==> config.mk <==
export PLATFORM = sky130hd
export DESIGN_NAME = sram_mem_controller
export DESIGN_NICKNAME = d
export VERILOG_FILES = /design/src/rtl/sram_mem_controller.sv
export SDC_FILE = /design/constraint.sdc
export NUM_CORES = 1
export LEC_CHECK = 0
export ABC_AREA = 1
export ABC_CLOCK_PERIOD_IN_PS = 2240
export CELL_PAD_IN_SITES_DETAIL_PLACEMENT = 1
export CELL_PAD_IN_SITES_GLOBAL_PLACEMENT = 1
export CORE_UTILIZATION = 30
export DETAILED_ROUTE_END_ITERATION = 16
export GPL_TIMING_DRIVEN = 0
export PLACE_DENSITY = 0.74
export SKIP_LAST_GASP = 1
export SYNTH_ARGS = -nofsm -noshare
export SYNTH_HDL_FRONTEND = slang
export SYNTH_SLANG_ARGS = --single-unit
==> constraint.sdc <==
create_clock -name clk -period 2.24 [get_ports clk]
set_input_delay 0.224 -clock clk [delete_from_list [all_inputs] [get_ports clk]]
set_output_delay 0.224 -clock clk [all_outputs]
set_load 0.02 [all_outputs]
==> src/rtl/sram_mem_controller.sv <==
// sram_mem_controller: MEM-stage bridge that splits each 32-bit load/store
// into two 16-bit accesses (low halfword, then high) on an asynchronous SRAM,
// holding each phase for WAIT_CYCLES+1 clocks and freezing the pipeline
// through ready while the access is in flight.
module sram_mem_controller #(
   parameter logic [31:0] ADDR_BASE   = 32'd1024,
   parameter int          SRAM_AW     = 18,
   parameter int          WAIT_CYCLES = 1
) (
   input  logic               clk,
   input  logic               rst,
   input  logic               rd_en,
   input  logic               wr_en,
   input  logic [31:0]        address,
   input  logic [31:0]        write_data,
   output logic [31:0]        read_data,
   output logic               ready,
   output logic [SRAM_AW-1:0] sram_addr,
   output logic [15:0]        sram_dq_out,
   input  logic [15:0]        sram_dq_in,
   output logic               sram_dq_oe,
   output logic               sram_ce_n,
   output logic               sram_oe_n,
   output logic               sram_we_n
);

   typedef enum logic [1:0] {
      IDLE = 2'd0,
      LO   = 2'd1,
      HI   = 2'd2,
      DONE = 2'd3
   } state_t;

   localparam logic [3:0] WAIT_LAST = 4'(WAIT_CYCLES);

   state_t             state_q, state_d;
   logic [3:0]         cnt_q, cnt_d;
   logic               wr_op_q, wr_op_d;
   logic [SRAM_AW-2:0] word_q, word_d;
   logic [31:0]        wdata_q, wdata_d;
   logic [31:0]        rdata_q, rdata_d;

   logic [31:0]        offset;
   logic               req;
   logic               phase_last;
   logic               unused_addr_bits;

   // Byte offset into the SRAM window; high bits and the byte lane are dropped,
   // so out-of-window addresses wrap silently.
   assign offset           = address - ADDR_BASE;
   assign unused_addr_bits = ^{offset[31:SRAM_AW+1], offset[1:0]};
   assign req              = rd_en | wr_en;
   assign phase_last       = (cnt_q == WAIT_LAST);
   assign read_data        = rdata_q;

   // Control state, latched word index and load result (async reset).
   always_ff @(posedge clk or posedge rst) begin
      if (rst) begin
         state_q <= IDLE;
         cnt_q   <= 4'd0;
         wr_op_q <= 1'b0;
         word_q  <= '0;
         rdata_q <= 32'd0;
      end else begin
         state_q <= state_d;
         cnt_q   <= cnt_d;
         wr_op_q <= wr_op_d;
         word_q  <= word_d;
         rdata_q <= rdata_d;
      end
   end

   // Store data is only consumed while the latched op is a write, so it needs no reset.
   always_ff @(posedge clk) begin
      wdata_q <= wdata_d;
   end

   // Next-state logic and Moore decode of the SRAM strobes from registered state.
   always_comb begin
      state_d     = state_q;
      cnt_d       = cnt_q;
      wr_op_d     = wr_op_q;
      word_d      = word_q;
      wdata_d     = wdata_q;
      rdata_d     = rdata_q;
      ready       = 1'b0;
      sram_ce_n   = 1'b1;
      sram_oe_n   = 1'b1;
      sram_we_n   = 1'b1;
      sram_dq_oe  = 1'b0;
      sram_dq_out = 16'h0000;
      sram_addr   = {word_q, (state_q == HI)};

      case (state_q)
         IDLE: begin
            ready = ~req;
            if (req) begin
               // A simultaneous load and store resolves to the store.
               wr_op_d = wr_en;
               word_d  = offset[SRAM_AW:2];
               wdata_d = write_data;
               cnt_d   = 4'd0;
               state_d = LO;
            end
         end
         LO: begin
            sram_ce_n = 1'b0;
            if (wr_op_q) begin
               sram_we_n   = 1'b0;
               sram_dq_oe  = 1'b1;
               sram_dq_out = wdata_q[15:0];
            end else begin
               sram_oe_n = 1'b0;
            end
            if (phase_last) begin
               if (!wr_op_q) begin
                  rdata_d[15:0] = sram_dq_in;
               end
               cnt_d   = 4'd0;
               state_d = HI;
            end else begin
               cnt_d = cnt_q + 4'd1;
            end
         end
         HI: begin
            sram_ce_n = 1'b0;
            if (wr_op_q) begin
               sram_we_n   = 1'b0;
               sram_dq_oe  = 1'b1;
               sram_dq_out = wdata_q[31:16];
            end else begin
               sram_oe_n = 1'b0;
            end
            if (phase_last) begin
               if (!wr_op_q) begin
                  rdata_d[31:16] = sram_dq_in;
               end
               cnt_d   = 4'd0;
               state_d = DONE;
            end else begin
               cnt_d = cnt_q + 4'd1;
            end
         end
         DONE: begin
            // Pipeline advances on this edge; any request seen now is the next one.
            ready   = 1'b1;
            state_d = IDLE;
         end
         default: begin
            state_d = IDLE;
         end
      endcase
   end

endmodule
==> results.yml <==
outcome:
  run_status: "completed"
power_and_ir_drop:
  leakage_nw: 2.53
  ir_worst_vdd_mv: 0.553
  cellPowerDensity_nw_per_um2: 1420
setup_path:
  start_kind: "flip-flop"
  timing.critical_path.fanout_max: 10
  cp-startpoint: "state_q[0]$_DFFE_PP0P_"
  worstSetupPathType: "flip-flop to output pin"
  setup.worst_path.end: "sram_dq_out[0]"
  reg2reg_to: "wdata_q[15]$_DFFE_PP_"
  timing.rr.start: "state_q[0]$_DFFE_PP0P_"
  wp_data_arrival_ps: 1850
  required_time_at_the_worst_slack_endpoint_ps: 2020
  reg2reg_slack_ps: 460
  worst_r2r_path_depth: 5
  worstSetupEndpointType: "output pin"
logic_synthesis:
  cell_with_the_most_instances_after_synthesis: "nand2_1"
  synth_area_leader_cell: "dfrtp_1"
  synth-async-reset-ratio: 0.636
  postSynth.topFlopCell: "dfrtp_1"
  synth_seq_cells: 88
  post_synth_most_frequent_cells: "nand2_1, dfrtp_1, inv_1, edfxtp_1, a21oi_1"
  synth_sequential_area_ratio: 0.622
  area_share_of_the_leading_cell_type_in_the_synthesized_netlist: 0.369
  synth.cell_area_um2: 3790
  post_synth_inst_count: 376
  postSynthAreaPerCell_um2: 10.1
  synth_fp_nets: 468
  synth_cell_types: 25
  synth-warning-count: 0
  synth.top_cells.by_area: "dfrtp_1, edfxtp_1, nand2_1"
  synth-edff-count: 32
clock_network:
  clock_latency_ps: 340
  clockRootBuffer: "clkbuf_16"
  post-cts-setup-buffers: 0
  tritoncts.num_buffers: 9
  cts.reportedPaths.clkPinSlew_ps: 60
  clock_tree.htree_level_count: 3
  numClockSinks: 88
  cts.hold.buffers_added: 0
  clock_path_buffers: 2
  tritoncts_clock_tree: "yes"
floorplan:
  chipWidth_um: 114
  die_height_um: 114
  row_count: 40
  full_die_area_um2: 13100
  ports_placed_on_the_boundary: 155
  core_um2: 12200
  start_util: 0.312
timing:
  clock_skew_ps: 5.52
  final_count_of_negative_setup_slack_endpoints: 0
  finalWorstSetupSlack_ps: 164
  hold_ws_ps: 236
  setup-tns-final_ps: 0
  rsz0062_at_grt: "false"
  worst_margin_slew_ps: 513
  final-hold-violation-count: 0
  max_freq_ghz: 0.482
  timing.final.crit_share: 0.927
  slew_headroom: 0.657
  min_period_ps: 2080
  timing.final.max_slew_violations: 0
grt:
  antenna_found_initial: 0
  grt_remaining_overflow: 0
  grt_max_degree: 42
  grt_usage: 0.171
  first_pass_grt_wire_length_mm: 16.9
  first_global_vias: 3322
placement:
  portBuffers: 139
  pre_cts_ws_ps: -122
  gpl.final_weighted_congestion: 0.786
  dp_hpwl_mm: 7.79
  dpl.cell_count: 684
  place_area_um2: 5420
cells_and_area:
  num-nets-final: 619
  multi_input_comb_area_um2: 1180
  layout-drive-gt1-share: 0.139
  areaGrowthSynthToFinish_pct: 49.0
  layout.filler_cells: 1384
  final_design_area_no_fill_um2: 5650
  num_antenna_cells: 0
  final_cells: 700
  register_area_um2: 2360
route:
  route.antenna.remaining_nets: 0
  total_via_count_after_detailed_routing: 3122
  post_drt_via_cell_ratio: 4.46
  drt_drc_violations_left: 0
  first_iter_violations: 145
  routedWlPerCell_um: 15.1
  drtPass1Iterations: 6
  totalWireLength_mm: 10.6
run:
  timing.max_cap.violations: 0
hold_path:
  worst_hold_path_type: "input port to asynchronous set/reset pin"
==> cells by family after synthesis <==
| logic type | count (synthesis) | share of synthesized area |
|---|---|---|
| compound gates | 68 | 0.110 |
| flops | 88 | 0.622 |
| xor+xnor | 1 | 0.00231 |
| buf+inv | 56 | 0.0712 |
| fa+ha+maj | 8 | 0.0264 |
| simple gates | 155 | 0.167 |
==> placed cells by master, fill, tap and decap left out, drive strengths merged <==
cell type | netlist | layout
ha | 8 | 8
o211ai | 1 | 1
a31oi | 1 | 1
dlygate4sd2 | 0 | 9
nand3 | 15 | 15
inv | 42 | 44
xor2 | 1 | 1
clkbuf | 0 | 16
nand2 | 122 | 122
clkinv | 0 | 4
nand4 | 1 | 1
clkinvlp | 0 | 1
a21oi | 22 | 22
dfrtp | 56 | 56
edfxtp | 32 | 32
o21ai | 44 | 44
or2 | 2 | 2
nand3b | 1 | 1
clkdlybuf4s50 | 0 | 119
buf | 14 | 19
nor2 | 14 | 14
==> critical path: stages (launching register included) <==
cell	delay, ps
dfrtp_1	430
inv_2	110
ha_1	210
buf_6	170
buf_6	150
nand2_1	60
a21oi_1	170
clkbuf_2	200
==> state kept, by name, indices dropped and copies added, names as in the netlist <==
register,count
read_data,32
word_q,17
wr_op_q,1
wdata_q,32
state_q,2
cnt_q,4
==> stage by stage <==
stage,util,total power (W)
CTS,0.469,0.00815
global route,0.465,0.00857
floorplan,-,0.00486
detailed placement,0.445,0.00671
finish,0.465,0.00801
global placement,0.444,0.00658
==> timing repair <==
item	4_1_cts	5_1_grt
endpoints found under the hold margin	0	0
resized for setup	40	16
endpoints found under the setup margin	20	11
==> cell type report <==
type | instances | area share
Buffer | 14 | 0.0226
Clock buffer | 9 | 0.0398
Clock inverter | 7 | 0.00819
Inverter | 42 | 0.0279
Multi-Input combinational cell | 232 | 0.209
Sequential cell | 88 | 0.418
Tap cell | 168 | 0.0372
Timing Repair Buffer | 140 | 0.238
==> where the power goes <==
| part | switching [W] | internal, W |
|---|---|---|
| combinational | 0.00224 | 0.00164 |
| clock | 0.000642 | 0.000752 |
| sequential | 0.000350 | 0.00239 |
| total | 0.00323 | 0.00478 |
==> routing by layer <==
metal	share of wire	up-vias	track usage
met5	0	-	0
met4	0.030	0	0.0918
li1	-	1517	-
met2	0.47	84	0.276
met1	0.44	1497	0.208
met3	0.058	24	0.0482
==> worst min-delay path by stage <==
stage                           startpoint                endpoint  cells past startpoint
finish                                 rst   word_q[8]$_DFFE_PP0P_                      2
global route                           rst  word_q[10]$_DFFE_PP0P_                      2
CTS                                    rst  word_q[10]$_DFFE_PP0P_                      2
detailed placement   word_q[6]$_DFFE_PP0P_   word_q[6]$_DFFE_PP0P_                      2
global placement    word_q[13]$_DFFE_PP0P_  word_q[13]$_DFFE_PP0P_                      2
floorplan                    write_data[0]    wdata_q[0]$_DFFE_PP_                      0
Power figures use the tool's default switching activity.
